<file path="config.mk">
export PLATFORM = sky130hd
export DESIGN_NAME = set_cmd_dispatcher
export DESIGN_NICKNAME = d
export VERILOG_FILES = /design/src/rtl/set_cmd_dispatcher.sv
export SDC_FILE = /design/constraint.sdc
export NUM_CORES = 1
export LEC_CHECK = 0
export CAP_MARGIN = 40
export CORE_MARGIN = 2
export CORE_UTILIZATION = 60
export CTS_CLUSTER_SIZE = 28
export DETAILED_ROUTE_END_ITERATION = 7
export GPL_ROUTABILITY_DRIVEN = 0
export PLACE_DENSITY = 0.95
export SYNTH_ARGS = -nofsm -noshare
export SYNTH_HDL_FRONTEND = slang
export SYNTH_SLANG_ARGS = --single-unit
</file>
<file path="constraint.sdc">
create_clock -name clk -period 10.7 [get_ports clk]
set_clock_uncertainty 0.05 [all_clocks]
set_input_delay 2.675 -clock clk [delete_from_list [all_inputs] [get_ports clk]]
set_output_delay 2.675 -clock clk [all_outputs]
set_load 0.05 [all_outputs]
</file>
<file path="src/rtl/set_cmd_dispatcher.sv">
// set_cmd_dispatcher: front end and result collector for the SET circle-candidate
// counter. It assembles 5-byte command frames into SET operands, starts one SET run
// at a time, and queues each tagged result (or timeout marker) in a small FIFO.
module set_cmd_dispatcher #(
  parameter int RES_DEPTH = 4,    // result FIFO depth, power of 2, >= 2
  parameter int TIMEOUT   = 100   // WAIT cycles before a timeout result, >= 70
) (
  input  logic        clk,
  input  logic        rst,
  input  logic        in_valid,
  output logic        in_ready,
  input  logic [7:0]  in_data,
  output logic        set_en,
  output logic [23:0] set_central,
  output logic [11:0] set_radius,
  output logic [1:0]  set_mode,
  input  logic        set_busy,
  input  logic        set_valid,
  input  logic [7:0]  set_candidate,
  output logic        res_valid,
  input  logic        res_ready,
  output logic [7:0]  res_data,
  output logic [3:0]  res_tag,
  output logic        res_timeout
);

  localparam int AW = $clog2(RES_DEPTH);
  localparam int CW = AW + 1;
  localparam int TW = $clog2(TIMEOUT);

  localparam logic [CW-1:0] DEPTH_C = CW'(RES_DEPTH);
  localparam logic [CW-1:0] CNT_ONE = CW'(1);
  localparam logic [AW-1:0] PTR_ONE = AW'(1);
  localparam logic [TW-1:0] TMR_ONE = TW'(1);
  localparam logic [TW-1:0] TMR_END = TW'(TIMEOUT - 1);

  typedef enum logic [1:0] {
    S_COLLECT,
    S_ISSUE,
    S_WAIT
  } state_t;

  typedef struct packed {
    logic [7:0] data;
    logic [3:0] tag;
    logic       timeout;
  } res_t;

  state_t        state, next_state;
  logic [2:0]    byte_cnt;
  logic [1:0]    sh_mode;
  logic [11:0]   sh_radius;
  logic [23:0]   sh_central;
  logic [3:0]    tag;
  logic [TW-1:0] timer;

  logic [AW-1:0] wr_ptr, rd_ptr;
  logic [CW-1:0] count;
  res_t          fifo_mem [RES_DEPTH];
  res_t          push_entry;
  res_t          head;

  logic byte_fire;
  logic last_byte;
  logic issue_go;
  logic got_result;
  logic timed_out;
  logic push;
  logic pop;

  // B0[5:4] carries no information in the frame format.
  logic unused_b0_bits;
  assign unused_b0_bits = ^in_data[5:4];

  assign in_ready   = (state == S_COLLECT);
  assign byte_fire  = in_valid && in_ready;
  assign last_byte  = byte_fire && (byte_cnt == 3'd4);
  // A free FIFO slot is reserved before issuing, so the single outstanding run
  // can always push its result.
  assign issue_go   = (state == S_ISSUE) && (count < DEPTH_C) && !set_busy;
  // A real result beats a timeout that lands in the same cycle.
  assign got_result = (state == S_WAIT) && set_valid;
  assign timed_out  = (state == S_WAIT) && !set_valid && (timer == TMR_END);
  assign push       = got_result || timed_out;
  assign pop        = res_valid && res_ready;

  // State register.
  // NOTE: sequential state uses non-blocking assignments so every register
  // samples pre-edge values regardless of block ordering.
  always_ff @(posedge clk or posedge rst) begin
    if (rst) state <= S_COLLECT;
    else     state <= next_state;
  end

  // Next-state logic.
  // NOTE: next_state gets a default before the case so no path leaves it
  // unassigned, which would otherwise infer a latch.
  always_comb begin
    next_state = state;
    case (state)
      S_COLLECT: if (last_byte) next_state = S_ISSUE;
      S_ISSUE:   if (issue_go)  next_state = S_WAIT;
      S_WAIT:    if (push)      next_state = S_COLLECT;
      default:   next_state = S_COLLECT;
    endcase
  end

  // Frame assembly: each accepted byte lands in its slot of the shadow fields.
  always_ff @(posedge clk or posedge rst) begin
    if (rst) begin
      byte_cnt   <= 3'd0;
      sh_mode    <= 2'd0;
      sh_radius  <= 12'd0;
      sh_central <= 24'd0;
    end else if (byte_fire) begin
      case (byte_cnt)
        3'd0: begin
          sh_mode         <= in_data[7:6];
          sh_radius[11:8] <= in_data[3:0];
        end
        3'd1:    sh_radius[7:0]    <= in_data;
        3'd2:    sh_central[23:16] <= in_data;
        3'd3:    sh_central[15:8]  <= in_data;
        3'd4:    sh_central[7:0]   <= in_data;
        default: ;
      endcase
      byte_cnt <= last_byte ? 3'd0 : byte_cnt + 3'd1;
    end
  end

  // Operand launch: one-cycle start pulse; operands hold until the next issue.
  always_ff @(posedge clk or posedge rst) begin
    if (rst) begin
      set_en      <= 1'b0;
      set_central <= 24'd0;
      set_radius  <= 12'd0;
      set_mode    <= 2'd0;
    end else begin
      set_en <= issue_go;
      if (issue_go) begin
        set_central <= sh_central;
        set_radius  <= sh_radius;
        set_mode    <= sh_mode;
      end
    end
  end

  // Run timer: cleared at issue, counts every WAIT cycle.
  always_ff @(posedge clk or posedge rst) begin
    if (rst)                  timer <= '0;
    else if (issue_go)        timer <= '0;
    else if (state == S_WAIT) timer <= timer + TMR_ONE;
  end

  // Command sequence number, advanced once per queued result.
  always_ff @(posedge clk or posedge rst) begin
    if (rst)       tag <= 4'd0;
    else if (push) tag <= tag + 4'd1;
  end

  assign push_entry = '{data:    got_result ? set_candidate : 8'h00,
                        tag:     tag,
                        timeout: !got_result};

  // FIFO pointers and occupancy; pointers wrap naturally at RES_DEPTH.
  always_ff @(posedge clk or posedge rst) begin
    if (rst) begin
      wr_ptr <= '0;
      rd_ptr <= '0;
      count  <= '0;
    end else begin
      if (push) wr_ptr <= wr_ptr + PTR_ONE;
      if (pop)  rd_ptr <= rd_ptr + PTR_ONE;
      case ({push, pop})
        2'b10:   count <= count + CNT_ONE;
        2'b01:   count <= count - CNT_ONE;
        default: ;
      endcase
    end
  end

  // FIFO storage write.
  // NOTE: the storage array is deliberately not reset; occupancy is tracked by
  // count, and the outputs below are masked while the FIFO is empty.
  always_ff @(posedge clk) begin
    if (push) fifo_mem[wr_ptr] <= push_entry;
  end

  assign head        = fifo_mem[rd_ptr];
  assign res_valid   = (count != '0);
  assign res_data    = res_valid ? head.data    : 8'h00;
  assign res_tag     = res_valid ? head.tag     : 4'h0;
  assign res_timeout = res_valid ? head.timeout : 1'b0;

endmodule

</file>
* Yosys cells after proc, flatten, opt, wreduce, memory -nomap -nowiden
Memories as Yosys holds them, arrays and structs flattened. Index checks and enable logic that the tools add are counted.
Storage, ports and cells: bits of input ports 22, word-level logic and storage cells 75, memory bits (writable) 52, register bits 100, output and inout bits 54, memories 1
Operators by class: $lt $le $gt $ge 1, reduce and logical (&&, ||, !) cells 23, $add $sub $neg 7, mux-type cells 14, equality and inequality tests 12
Memory list:
- fifo_mem | words 4, width 13, read ports 1, clocked after memory_dff 0, write ports 1, RTL line 59 | res_t fifo_mem [RES_DEPTH];
Operator list (number):
- 8-bit two-way mux | 2
- 7-bit two-way mux | 2
- 2-bit AND reduction | 5
- 1-bit logical AND | 8
- 7-bit by 1-bit adder with 7-bit output, second input constant | 1
- 7-bit equality test, second input constant | 1
- 3-bit by 1-bit adder with 3-bit output, second input constant | 2
- 3-bit by 2-bit equality test with 1-bit output, second input constant | 2
- 2-bit two-way mux | 3
- 2-bit one-hot mux with 3 select lines | 1
- 3-bit one-hot mux with 2 select lines | 1
- 2-bit by 1-bit adder with 2-bit output, second input constant | 2
- 4-bit by 1-bit adder with 4-bit output, second input constant | 1
- 2-bit by 1-bit equality test with 1-bit output, second input constant | 2
- 2-bit equality test, second input constant | 2
- 4-bit two-way mux | 1
- 2-bit inequality test, second input constant | 2
- 2-bit nonzero test | 2
- 3-bit by 1-bit equality test with 1-bit output, second input constant | 1
- 3-bit equality test, second input constant | 1
- 1-bit zero test | 3
- 3-bit zero test | 1
- 3-bit < comparator, second input constant | 1
- 1-bit two-way mux | 3
- other kinds (7) | 7

* Depth between registers and ports, before layout
Gate-level depths: netlist of the first run.
depth after elaboration 6, mapped depth 10, depth with buffers taken out 10

* Worst setup path after synthesis of the first run
No wires, ideal clock.
path kind register to output, start register count[2], end output res_data[1], data arrival time 1.648 ns, setup slack 6.327 ns, path buffers 1, stages on the path, launching flop included 4, required time 7.975 ns, path through dfrtp_1 or3_1 clkbuf_1 and2_1
On the way: longest elaborated chain between the ends 2
RTL lines:
- from (decl) | RTL line 58 | logic [CW-1:0] count;
- from (signal assigned) | RTL line 175 | 2'b10: count <= count + CNT_ONE;
- from (signal assigned) | RTL line 176 | 2'b01: count <= count - CNT_ONE;
- 3-bit nonzero test | RTL line 190 | assign res_valid = (count != '0);
- named net res_valid | RTL line 20 | output logic res_valid,
- 8-bit two-way mux | RTL line 191 | assign res_data = res_valid ? head.data : 8'h00;
- to (decl) | RTL line 22 | output logic [7:0] res_data,
The timed path passes the listed nets, and every way through them passes these cells.

* Final worst setup path of the first run
start register rd_ptr[1], end output res_data[6]
On the way: longest elaborated chain between the ends 2
RTL lines:
- from (decl) | RTL line 57 | logic [AW-1:0] wr_ptr, rd_ptr;
- from (signal assigned) | RTL line 173 | if (pop) rd_ptr <= rd_ptr + PTR_ONE;
- memory 4 x 13 bit
- 8-bit two-way mux | RTL line 191
No other way between the ends.

==> results of run 1 <==
## routing by layer
| metal | global-route usage [%] | wire, µm |
|---|---|---|
| met1 | 28.51 | 4970 |
| met2 | 40.37 | 6554 |
| met3 | 7.720 | 705 |
| met4 | 10.11 | 403 |
| met5 | 0 | 0 |
## registers in the layout (all words and copies together) (netlist names), 2 cells and up
name,cells
sh_radius,12
set_mode,2
set_radius,12
sh_central,24
rd_ptr,2
state,2
sh_mode,2
count,3
tag,4
timer,7
fifo_mem,52
set_central,24
byte_cnt,3
wr_ptr,2
## path summary, 6_finish.rpt
path	cells past startpoint	from	end	slack, ps
worst max-delay path	3	rd_ptr[1]	res_data[6]	5390
worst min-delay path	1	count[0]	count[0]	440
worst min register to register	1	count[0]	count[0]	440
worst max register to register	9	state[0]	count[2]	8250
max in group asynchronous	4	rst	sh_radius[4]	7200
min in group asynchronous	2	rst	set_radius[3]	2430
## area by class of cell
cell class,instances,area [µm²]
timing repair buffer,78,813.3
multi-input combinational,204,2128
fill,577,2514
sequential,152,4064
tap,136,170.2
inverter,13,51.30
clock buffer,19,431.7
clock inverter,12,151.4
## metrics by stage
step / hold WS [ps] / cells
after floorplan: 411.7 / 384
after global placement: 430.2 / 581
after detailed placement: 432.4 / 582
after CTS: 440.9 / 613
after global routing: 467.3 / 614
final: 444.2 / 614
## critical path: cells and delay by family (launching register included)
family,cells,cell delay (ps)
muxes,1,410
and+or+nand+nor,1,180
buffers and inverters,1,700
DFF,1,760
## cell usage in the layout, fill, tap and decap left out, types with 6 or more instances in the layout
cell type        count
clkbuf_16           16
mux2_2              42
o21ai_0              7
nand2_1             13
clkdlybuf4s50_1     75
mux4_2              13
ha_1                12
dfrtp_1            100
inv_1               11
xnor2_1              6
and2_1              19
edfxtp_1            52
nor2_1               8
and3_1               9
mux2_4              36
## report_power, final
group | switching, mW | total (mW) | internal [mW]
sequential | 0.155 | 0.959 | 0.804
clock | 0.227 | 0.586 | 0.360
combinational | 0.637 | 1.13 | 0.492
## cells by family after synthesis
| family | synth area share [%] |
|---|---|
| adders and majority gates | 2.670 |
| xor gates and xnor gates | 1.237 |
| DFF | 63.77 |
| AOI/OAI and AO/OA | 1.767 |
| buffers and inverters | 2.827 |
| and+or+nand+nor | 7.068 |
| muxes | 20.66 |
==> metrics, run 1 <==
first-pass GRT wire length 20,290 µm; fin crit period 5305 ps; # rows 37; FFs w/ async S/R, synth 65.79%; main area contributors after synthesis dfrtp_1 39%, edfxtp_1 25%, mux2_4 8.5%; max_slew headroom 38.41%; post-synth top area share 39.27%; mean number of vias per cell 5.686; PwrDens 342.5 nW/µm²; Initial Util 61.73%; Worst Tran Pin Value 921.9 ps; clk slew on worst S/H paths 60 ps; # DRC 0; # clock sinks 152; drt pass-1 iters 4; Max Slew Vio Count 0; clk_lat worst skew 520 ps; RSZ-0062 raised after global routing false; distinct cell type count after synthesis 43; Yosys reg bits 152; Yosys top cell by area dfrtp_1; post-synthesis cell area 6372 µm²; type of origin of the critical path register; post-CTS resize count 0; share of layout cells above drive strength 1 27.82%; post-synth net total 419; htree depth 4; Max Cap Viol 0; final setup vio count 0; initial DRC count 199; Tightest Hold Check Type register to register; via count 3,491; crit-path max cell delay 760 ps; die height 107.1 µm; maximum VDD drop 0.0002384 V; CP max-delay cell dfrtp_1; Ys Warns 0; crit path max fanout 14; cell area after layout 7810 µm²; top post-synthesis cells by count 100 x dfrtp_1, 52 x edfxtp_1, 42 x mux2_2; final net count 501; placed cell area 7199 µm²; register area share after synthesis 63.77%; Syn-to-layout area delta 22.56%; final antenna-violating net count 0; die area 11,460 µm²; largest net degree at the start of global routing 52; fmax 188.5 MHz; Final Util 75.65%; count of final hold-check violations 0; Setup WS pre-CTS 5493 ps; wire per inst 20.57 µm; IO buf count 75; total power 2.675 mW; GRT Util Overall 24.00%; clk root buf clkbuf_8; dpl hpwl 8241 µm; Core Area 10,320 µm²; dominant synthesized flop cell dfrtp_1; most numerous cell in the Yosys netlist dfrtp_1; crit share post-route 49.58%; CTS Buf Count 17; CP Data Arrival Time 2580 ps; CP endpoint kind output port; Syn Inst Count 384; # IOs 76; synthesized area per cell 16.59 µm²; number of global-route vias before repair 3,726; Critical Path, Cell by Cell mux4_2, and2_1, clkdlybuf4s50_1; Crit Path Class register to output port; Final WS setup 5395 ps; ANT cells 0; initial antenna violation count 0; grt ovf 0; EDFF count, synth 52; status finished clean; Leak Pwr 3.319 nW; final wirelength 12,630 µm; CTS tree done; total negative setup slack 0 ps; die width 107.1 µm; WP data required 7980 ps; CTS Buffer Depth 2; number of hold buffers added after cts 0; number of setup buffers added after CTS 0
No activity file was read; power rests on OpenSTA's default activity.
==> inputs of run 2 (changes only) <==
CORE_UTILIZATION = 50   (was 60)
PLACE_DENSITY = 0.88   (was 0.95)
clock period = 4.73 ns   (was 10.7 ns; I/O delays follow)
==> run 2 against run 1 <==
Sequential cell count unchanged. Utilization down 12 points. Clock power rose to 2.6 times the previous value. Register-to-register slack got worse by 6000 ps. Routed wire length shrank 1.5%. Hold slack improved by 6.8 ps. Clock-buffer cell count up 3.
==> metrics, run 2 (same netlist as run 1, synthesis figures left out) <==
drt pass-1 iters 4; Worst Tran Pin Value 929.7 ps; final setup vio count 0; clk_lat worst skew 410 ps; max_slew headroom 37.89%; CP endpoint kind output port; die area 13,660 µm²; r2r setup slk 2290 ps; # clock sinks 152; Leak Pwr 3.373 nW; # IOs 76; initial DRC count 153; WP data required 3500 ps; crit share post-route 78.41%; R2R cell count 7; Initial Util 50.91%; first-pass GRT wire length 20,230 µm; final antenna-violating net count 0; WHS Path Cells 1; R2R Path Start timer[3]; Core Area 12,520 µm²; post-CTS resize count 0; Setup WS pre-CTS 1053 ps; final wirelength 12,450 µm; Regs by FF count fifo_mem x52, set_central x24, sh_central x24; Max Cap Viol 0; PwrDens 786.3 nW/µm²; clk root buf clkbuf_16; hold endpoint set_radius[11]; Max Slew Vio Count 0; count of final hold-check violations 0; share of layout cells above drive strength 1 28.18%; number of setup buffers added after CTS 0; mean number of vias per cell 5.243; maximum VDD drop 0.0005803 V; final std cells w/o fill 651; die width 116.9 µm; via count 3,413; CTS Buffer Depth 2; Top reg by flops fifo_mem; RSZ-0062 raised after global routing false; DR WL met2 6447 µm; IO buf count 75; number of hold buffers added after cts 0; GRT Util Overall 20.13%; grt ovf 0; most common cell after layout, fill and taps aside dfrtp_1; clk slew on worst S/H paths 60 ps; fmax 269.6 MHz; # DRC 0; top layer in use met4; FF-to-FF End count[1]; final net count 501; wire per inst 19.12 µm; placed cell count 618; number of global-route vias before repair 3,781; met3 WL 675 µm; total negative setup slack 0 ps; largest net degree at the start of global routing 62; initial antenna violation count 0; max FFs per register 52; most frequent cells in the layout 100 x dfrtp_1, 75 x clkdlybuf4s50_1, 52 x edfxtp_1; type of origin of the critical path register; htree depth 4; CTS tree done; die height 116.9 µm; status finished clean; fill count 913; Crit Path Class register to output port; ANT cells 0; crit path max fanout 14; critical hold path startpoint sh_radius[11]; dpl hpwl 7758 µm; fin crit period 3709 ps; Syn-to-layout area delta 25.00%; metal1 wirelength 5142 µm; # rows 41; Final WS setup 1021 ps; CP Data Arrival Time 2480 ps; Tightest Hold Check Type register to register; CTS Buf Count 17
-- run 2: cell count changes in the layout (fill, tap and decap cells not counted), sizes merged --
| cell | previous run | this run |
|---|---|---|
| clkbuf | 19 | 22 |
| bufinv | 3 | 4 |
| clkinv | 6 | 4 |
| inv | 15 | 14 |
-- run 2: critical path: stages (launching register included) --
cell and delay (ps):
dfrtp_1 770, mux4_2 420, and2_1 170, clkdlybuf4s50_1 690
-- run 2: cell type report --
type                            count  area, µm²  area share (%)
Clock buffer                       22      539.3           6.770
Clock inverter                     10      153.9           1.932
Inverter                           13      51.30          0.6440
Multi-Input combinational cell    204       2128           26.72
Sequential cell                   152       4064           51.02
Tap cell                          172      215.2           2.702
Timing Repair Buffer               78      813.3           10.21
-- run 2: where the power goes --
| part | internal [mW] | leakage (nW) | switching [mW] |
|---|---|---|---|
| combinational | 1.11 | 1.32 | 1.44 |
| clock | 1.02 | 0.343 | 0.516 |
| sequential | 1.82 | 1.71 | 0.356 |
-- run 2: metrics by stage --
| stage | power [mW] | hold WS, ps | util, % | area [µm²] |
|---|---|---|---|---|
| floorplan | 3.937 | 411.7 | - | 6372 |
| global placement | 4.570 | 426.3 | 57.66 | 7217 |
| detailed placement | 4.687 | 440.6 | 57.88 | 7244 |
| CTS | 6.279 | 455.0 | 63.41 | 7938 |
| global route | 6.549 | 468.8 | 63.63 | 7965 |
| finish | 6.263 | 451.0 | 63.63 | 7965 |
-- run 2: how the worst max path moves through the flow --
stage	slack [ps]	end	from
after floorplan	880	byte_cnt[0]	rst
after global placement	1140	res_tag[2]	rd_ptr[0]
after detailed placement	1050	count[2]	set_valid
after CTS	590	res_tag[2]	rd_ptr[0]
after global routing	920	res_tag[2]	rd_ptr[0]
final	1020	res_tag[2]	rd_ptr[1]
-- run 2: per-layer routing --
metal  vias up  global-route usage, %
li1       1553                      -
met1      1759                  23.97
met2        84                  33.87
met3        17                  7.415
met4         0                  7.216
met5         -                      0
==> inputs of run 3 (changes only) <==
clock period = 3.04 ns   (was 4.73 ns; I/O delays follow)
==> run 3 against run 2 <==
Register-to-register slack worse by 1600 ps. Clock power grew 44%. Sequential share of layout area increased by 0.30 points. Clock-buffer cell count is 1 higher. Largest power group unchanged. Routed wire length increased by 1.0%. Sequential cell count stayed put. Largest cell class unchanged. Non-clock buffer count increased by 9. Via count rose by 1.2%. Sequential power up 54%. Critical path depth stayed put. Final cell count is 1.4% higher. Critical endpoint unchanged.
==> metrics, run 3 (same netlist as run 1, synthesis figures left out) <==
sw frac 38.28%; final antenna-violating net count 0; crit share post-route 92.13%; clk_lat worst skew 420 ps; placed cell area 7281 µm²; CTS tree done; fin crit period 2801 ps; # IOs 76; total power 9.499 mW; max FFs per register 52; Max Cap Viol 0; register area 4064 µm²; Crit Path Class register to output port; initial DRC count 196; post-CTS resize count 0; final setup vio count 0; Worst Tran Pin Value 876.8 ps; share of layout cells above drive strength 1 32.17%; critical hold path startpoint sh_central[6]; fill count 922; htree depth 4; status finished clean; GRT Util Overall 20.34%; die width 116.9 µm; CP Data Arrival Time 1990 ps; clk root buf clkbuf_16; hold endpoint set_central[6]; Comb power frac 41.5%; Final WS setup 239.4 ps; via count 3,454; die area 13,660 µm²; most frequent cells in the layout 100 x dfrtp_1, 62 x clkdlybuf4s50_1, 52 x edfxtp_1; first-pass GRT wire length 20,470 µm; P_sw 3.636 mW; mean number of vias per cell 5.233; Top reg by flops fifo_mem; Regs by FF count fifo_mem x52, set_central x24, sh_central x24; number of hold buffers added after cts 0; ANT cells 0; fmax 357.1 MHz; power share of the sequential group 35.3%; Max Slew Vio Count 0; clk slew on worst S/H paths 60 ps; cell area after layout 7919 µm²; total negative setup slack 0 ps; R2R cell count 7; wire per inst 19.05 µm; WHS Path Cells 1; smallest hold slack 454.4 ps; number of global-route vias before repair 3,846; most common cell after layout, fill and taps aside dfrtp_1; RSZ-0062 raised after global routing false; number of setup buffers added after CTS 0; CTS Buf Count 17; Tightest Hold Check Type register to register; R2R Path Start timer[3]; drt pass-1 iters 4; Clock power frac 23.2%; CTS Buffer Depth 2; placed cell count 628; # rows 41; Core Area 12,520 µm²; WP data required 2230 ps; # clock sinks 152; FF-to-FF End count[1]; max_slew headroom 41.43%; count of final hold-check violations 0; final std cells w/o fill 660; final net count 510; dpl hpwl 8338 µm; Setup WS pre-CTS 164.9 ps; area of the multi-input gates 2128 µm²; # DRC 0; grt ovf 0; maximum VDD drop 0.0008599 V; Initial Util 50.91%; die height 116.9 µm; IO buf count 75; largest net degree at the start of global routing 56; CP endpoint kind output port; Leak Pwr 3.386 nW; r2r setup slk 660 ps; crit path max fanout 14; internal power 5.863 mW; PwrDens 1200 nW/µm²; final wirelength 12,570 µm; type of origin of the critical path register; Final Util 63.26%; Syn-to-layout area delta 24.27%; initial antenna violation count 0
run 3: worst max path at each step:
stage                         start     endpoint  slack, ps  cells past startpoint
final                     rd_ptr[1]   res_tag[2]        240                      3
after floorplan            count[2]  res_data[1]        580                      3
after global routing      rd_ptr[0]   res_tag[2]        160                      4
after global placement    set_valid     count[2]        230                     10
after detailed placement  set_valid     count[2]        160                     10
after CTS                  count[1]    res_valid        210                      2
run 3: per-layer routing:
layer	GRT usage (%)	wire length (µm)
met1	24.08	5057
met2	34.64	6546
met3	6.540	733
met4	8.235	235
met5	0	0
run 3: area by class of cell:
cell class              instances  area share (%)
clock buffers                  23           6.842
clock inverters                 9           1.217
inverters                      13          0.6636
multi-input cells             204           26.88
flip-flops and latches        152           51.32
well taps                     172           2.718
repair buffers                 87           10.36
run 3: worst max-delay path, cell delays in order (launching register included):
cell	delay (ps)
dfrtp_1	780
mux4_2	430
and2_1	180
buf_4	180
run 3: power by group through the flow:
stage / logic (mW) / clock network (mW) / registers (mW)
2_1_floorplan: 2.05 / 0 / 4.08
3_3_place_gp: 3.84 / 0 / 3.31
5_1_grt: 4.18 / 2.33 / 3.44
6_report: 3.95 / 2.21 / 3.35
4_1_cts: 3.99 / 2.23 / 3.36
3_5_place_dp: 3.96 / 0 / 3.37
==> RTL change 1, RTL diff (flow settings as in run 2) <==
Re-encode `state_t` (3 states) as one-hot, 3 bits wide.
--- a/src/rtl/set_cmd_dispatcher.sv
+++ b/src/rtl/set_cmd_dispatcher.sv
@@ -35,8 +35,8 @@
   localparam logic [TW-1:0] TMR_END = TW'(TIMEOUT - 1);
 
-  typedef enum logic [1:0] {
-    S_COLLECT,
-    S_ISSUE,
-    S_WAIT
+  typedef enum logic [2:0] {
+    S_COLLECT = 3'b001,
+    S_ISSUE   = 3'b010,
+    S_WAIT    = 3'b100
   } state_t;
 
Behaviour: same outputs for any inputs over 10 cycles, from zero or initial values and one cycle with rst high; not proved beyond that.
==> RTL change 1 against run 2 <==
  * Synthesized area fell by 3.1%
  * Final area down 3.0%
  * Worst setup slack better by 0.019 ns
  * Sequential cell count up 1
  * Routed wire length is 7.0% lower
  * Sequential share of layout area grew 1.9 points
  * Highest routed layer unchanged
Power is not compared: it rests on default switching activity, and its combinational part moved more than twofold at a synthesized area within 25%.
==> RTL change 1: results (changes against run 2) <==
Placed Area: 0.00713 sq mm (-1.5%)
Hold Startpoint: count[0]
maximum number of pins on one net before global-route repair: 73 (+18%)
minimum period implied by the final worst setup slack: 3.69 ns (-0.0188 ns)
Post-CTS Repair Setup Buffers: 0 (unchanged)
result of the run: completed
DR pass1 iterations: 4 (unchanged)
number of nets in the layout: 502 (+0.20%)
clk_lat worst skew: 0.42 ns
Arrival @ worst endpoint: 2.46 ns (-0.02 ns)
estimated wirelength of the detail-placed design: 7600 um (-2.0%)
number of nets still failing antenna checks after routing: 0 (unchanged)
Commonest cells post-synth: sky130_fd_sc_hd__dfrtp_1, sky130_fd_sc_hd__mux2_2, sky130_fd_sc_hd__edfxtp_1
met3 GRT Util: 7.17% (-0.25 points)
drt first-iter violations: 220 (+44%)
met1 layer usage reported by global route: 22.3% (-1.7 points)
top area cells in the synthesized netlist: sky130_fd_sc_hd__dfrtp_1, sky130_fd_sc_hd__edfxtp_1, sky130_fd_sc_hd__mux2_2, sky130_fd_sc_hd__mux4_2, sky130_fd_sc_hd__and2_1
vias in the first global route: 3726 (-1.5%)
Clk Tree Root Cell: sky130_fd_sc_hd__clkbuf_16
worst slack at placement: 1.10 ns (+0.0497 ns)
met2 GRT Util: 32.4% (-1.5 points)
Filler cells: 829 (-9.2%)
ys async rst share: 66.0% (+0.22 points)
Yosys warning total: 0 (unchanged)
global-route wire length before repair: 18800 um (-7.0%)
reg2reg end: count[2]
number of distinct library cell variants in the gate-level netlist after synthesis: 36 (-16%)
relative slew slack: 50.1% (+12 points)
worst setup path endpoint: res_tag[0]
worst min-delay path category: reg2reg
ratio of cells with drive above 1 in the final layout: 27.1% (-1.1 points)
worst setup path startpoint: rd_ptr[0]
highest net fanout along the worst path: 13 (-1)
global-route total usage across every layer: 19.2% (-0.92 points)
register-to-register setup slack: 2.26 ns (-0.03 ns)
Critical R2R Launch: timer[0]
total routed wirelength: 11600 um (-7.0%)
Net Count, Synth: 413 (-1.4%)
number of cells on the worst reg-to-reg path: 10 (+3)
via count normalized by instance count: 5.28 (+0.79%)
post-synthesis sequential area ratio: 66.2% (+2.4 points)
## RTL change 1: kinds of logic after synthesis
logic type	Yosys count	share of synthesized area (%)
compound gates	10	0.932
fa+ha+maj	13	2.75
xor+xnor	15	2.13
mux	90	19.4
flops	153	66.2
simple gates	73	6.81
buf+inv	24	1.78
## RTL change 1: metrics by stage
step                std cells  util, %  power [uW]  hold slack, ns
floorplan                 378        -        2600           0.412
detailed placement        595     59.4        2980           0.436
global placement          593     58.9        2880           0.425
global route              627     64.3        4480           0.466
CTS                       627     64.3        4320           0.446
finish                    627     64.3        4280           0.446
## RTL change 1: layer usage
| metal | up-vias | wire (um) | part of all wire (%) |
|---|---|---|---|
| met5 | - | 0 | 0 |
| met4 | 0 | 230 | 2.0 |
| met3 | 18 | 610 | 5.3 |
| met2 | 81 | 5990 | 52 |
| met1 | 1684 | 4740 | 41 |
| li1 | 1530 | - | - |
## RTL change 1: critical path, stage by stage, from the launching register on
cell and delay [ns]:
sky130_fd_sc_hd__dfrtp_1 0.46, sky130_fd_sc_hd__buf_16 0.20, sky130_fd_sc_hd__mux4_2 0.51, sky130_fd_sc_hd__and2_1 0.17
sky130_fd_sc_hd__clkdlybuf4s50_1 0.69
## RTL change 1: final cells by class
cell class / count / share of cell area, %
Tap cell: 147 / 2.38
Clock buffer: 24 / 6.58
Timing Repair Buffer: 80 / 10.7
Multi-Input combinational cell: 201 / 25.6
Sequential cell: 153 / 53.0
Inverter: 14 / 0.713
Clock inverter: 8 / 1.05
## RTL change 1: power groups by stage
stage / clock [uW] / sequential [uW] / combinational (uW)
global route: 1400 / 1820 / 1250
floorplan: 0 / 1840 / 760
finish: 1330 / 1790 / 1170
detailed placement: 0 / 1810 / 1170
CTS: 1350 / 1790 / 1180
global placement: 0 / 1810 / 1070
## RTL change 1: worst min path at each step
stage,end,slack (ns),depth (start not counted)
after global placement,count[0],0.42,1
final,count[0],0.45,1
after detailed placement,count[0],0.44,1
after global routing,count[0],0.47,1
after CTS,count[0],0.45,1
after floorplan,count[0],0.41,1
==> RTL change 2, RTL diff (flow settings as in run 2) <==
Without the edit above. Change the parameter `RES_DEPTH` from 4 to 2.
--- a/src/rtl/set_cmd_dispatcher.sv
+++ b/src/rtl/set_cmd_dispatcher.sv
@@ -3,5 +3,5 @@
 // at a time, and queues each tagged result (or timeout marker) in a small FIFO.
 module set_cmd_dispatcher #(
-  parameter int RES_DEPTH = 4,    // result FIFO depth, power of 2, >= 2
+  parameter int RES_DEPTH = 2,    // result FIFO depth, power of 2, >= 2
   parameter int TIMEOUT   = 100   // WAIT cycles before a timeout result, >= 70
 ) (
Behaviour: no difference found for any inputs over 10 cycles, from zero or initial values and one cycle with rst high; that may be too few to reach the edited logic, so the function may still have changed.
==> RTL change 2 against run 2 <==
  * Total power shrank 20%
  * Die area fell by 20%
  * Routed wire length is 23% lower
  * Final area decreased by 19%
  * Worst setup slack gained 0.040 ns
  * Sequential cell count is 29 lower
  * Global-route usage shrank 1.5 points
  * Non-clock buffer count grew 4
  * Synthesized area down 21%
==> RTL change 2: results (changes against run 2) <==
number of enable flip-flop cells after synthesis: 26 (-50%)
Worst Hold Path Cells: 0 (-1)
library cell contributing the largest single delay on the critical path: sky130_fd_sc_hd__clkdlybuf4s50_1
net switching component of the power: 1940 uW (-16%)
antenna diode instance count: 0 (unchanged)
total routed wirelength: 9580 um (-23%)
count of input and output buffers: 75 (unchanged)
Arrival @ worst endpoint: 2.44 ns (-0.04 ns)
post-cts repair resize count: 0 (unchanged)
worst setup path endpoint: res_tag[1]
Clk Tree Root Cell: sky130_fd_sc_hd__clkbuf_8
Worst Slack Setup Final: 1.06 ns (+0.0405 ns)
estimated wirelength of the detail-placed design: 6330 um (-18%)
result of the run: completed
Hold Startpoint: tag[3]
worst setup path startpoint: rd_ptr
Yosys warning total: 0 (unchanged)
number of cells on the worst reg-to-reg path: 4 (-3)
Top FF cell, synth: sky130_fd_sc_hd__dfrtp_1
number of nets in the layout: 451 (-10%)
ys async rst share: 78.9% (+13 points)
register-to-register setup slack: 2.61 ns (+0.32 ns)
routed via count: 3014 (-12%)
leak pwr: 0.00280 uW (-17%)
number of levels the H-tree was split into: 4 (unchanged)
post-DR wirelength/cell: 16.9 um (-12%)
maximum number of pins on one net before global-route repair: 48 (-23%)
ratio of cells with drive above 1 in the final layout: 28.8% (+0.62 points)
combinational fraction of design power: 39.7% (-1.0 points)
Internal Power: 3100 uW (-22%)
drt first-iter violations: 102 (-33%)
hold slack final: 0.439 ns (-0.0121 ns)
global-route wire length before repair: 15900 um (-22%)
placed cells: 534 (-14%)
highest net fanout along the worst path: 14 (unchanged)
relative slew slack: 47.0% (+9.1 points)
Net Count, Synth: 365 (-13%)
worst slack at placement: 1.43 ns (+0.373 ns)
Post-CTS Repair Setup Buffers: 0 (unchanged)
global-route total usage across every layer: 18.6% (-1.5 points)
top area cells in the synthesized netlist: sky130_fd_sc_hd__dfrtp_1, sky130_fd_sc_hd__mux2_2, sky130_fd_sc_hd__edfxtp_1, sky130_fd_sc_hd__mux2i_1, sky130_fd_sc_hd__ha_1
hold worst-path end: fifo_mem[0][4]
reg2reg end: set_mode[0]
highest cell delay on the worst timing path: 0.82 ns (+0.05 ns)
Regs by FF count: fifo_mem x26, set_central x24, sh_central x24
vias in the first global route: 3200 (-15%)
Critical R2R Launch: state[0]
syn_area_per_cell: 15.0 sq um (-9.4%)
clk_lat worst skew: 0.51 ns (+0.10 ns)
post-synthesis sequential area ratio: 63.7% (-0.072 points)
clock power share: 24.4%
Commonest cells post-synth: sky130_fd_sc_hd__dfrtp_1, sky130_fd_sc_hd__mux2_2, sky130_fd_sc_hd__edfxtp_1
number of distinct library cell variants in the gate-level netlist after synthesis: 40 (-7.0%)
cts bufs inserted: 17 (unchanged)
Top Family by Delay on Critical Path: buffers and inverters
maximum clock path buffer count: 2 (unchanged)
Placed Area: 0.00591 sq mm (-18%)
worst IR drop on VDD: 0.459 mV (-21%)
[RTL change 2: final cells by class]
class | instances | area (sq um)
Fill cell | 688 | 3290
Multi-Input combinational cell | 189 | 1690
Clock inverter | 13 | 143
Inverter | 8 | 31.3
Sequential cell | 123 | 3210
Tap cell | 133 | 166
Clock buffer | 19 | 432
Timing Repair Buffer | 82 | 816
[RTL change 2: cells by family (layout without fill, tap and decap cells)]
group	count (synthesis)	count (layout)	share of synthesized area, %
compound gates	17	17	2.06
xor+xnor	8	8	1.39
fa+ha+maj	8	8	1.99
buf+inv	23	122	2.83
flops	123	123	63.7
mux	92	92	20.2
simple gates	64	64	7.83
[RTL change 2: layer usage]
| layer | vias up | GRT usage [%] | share of wire (%) |
|---|---|---|---|
| li1 | 1360 | - | - |
| met1 | 1545 | 22.3 | 43 |
| met2 | 96 | 31.4 | 51 |
| met3 | 13 | 6.02 | 4.5 |
| met4 | 0 | 7.14 | 1.5 |
| met5 | - | 0 | 0 |
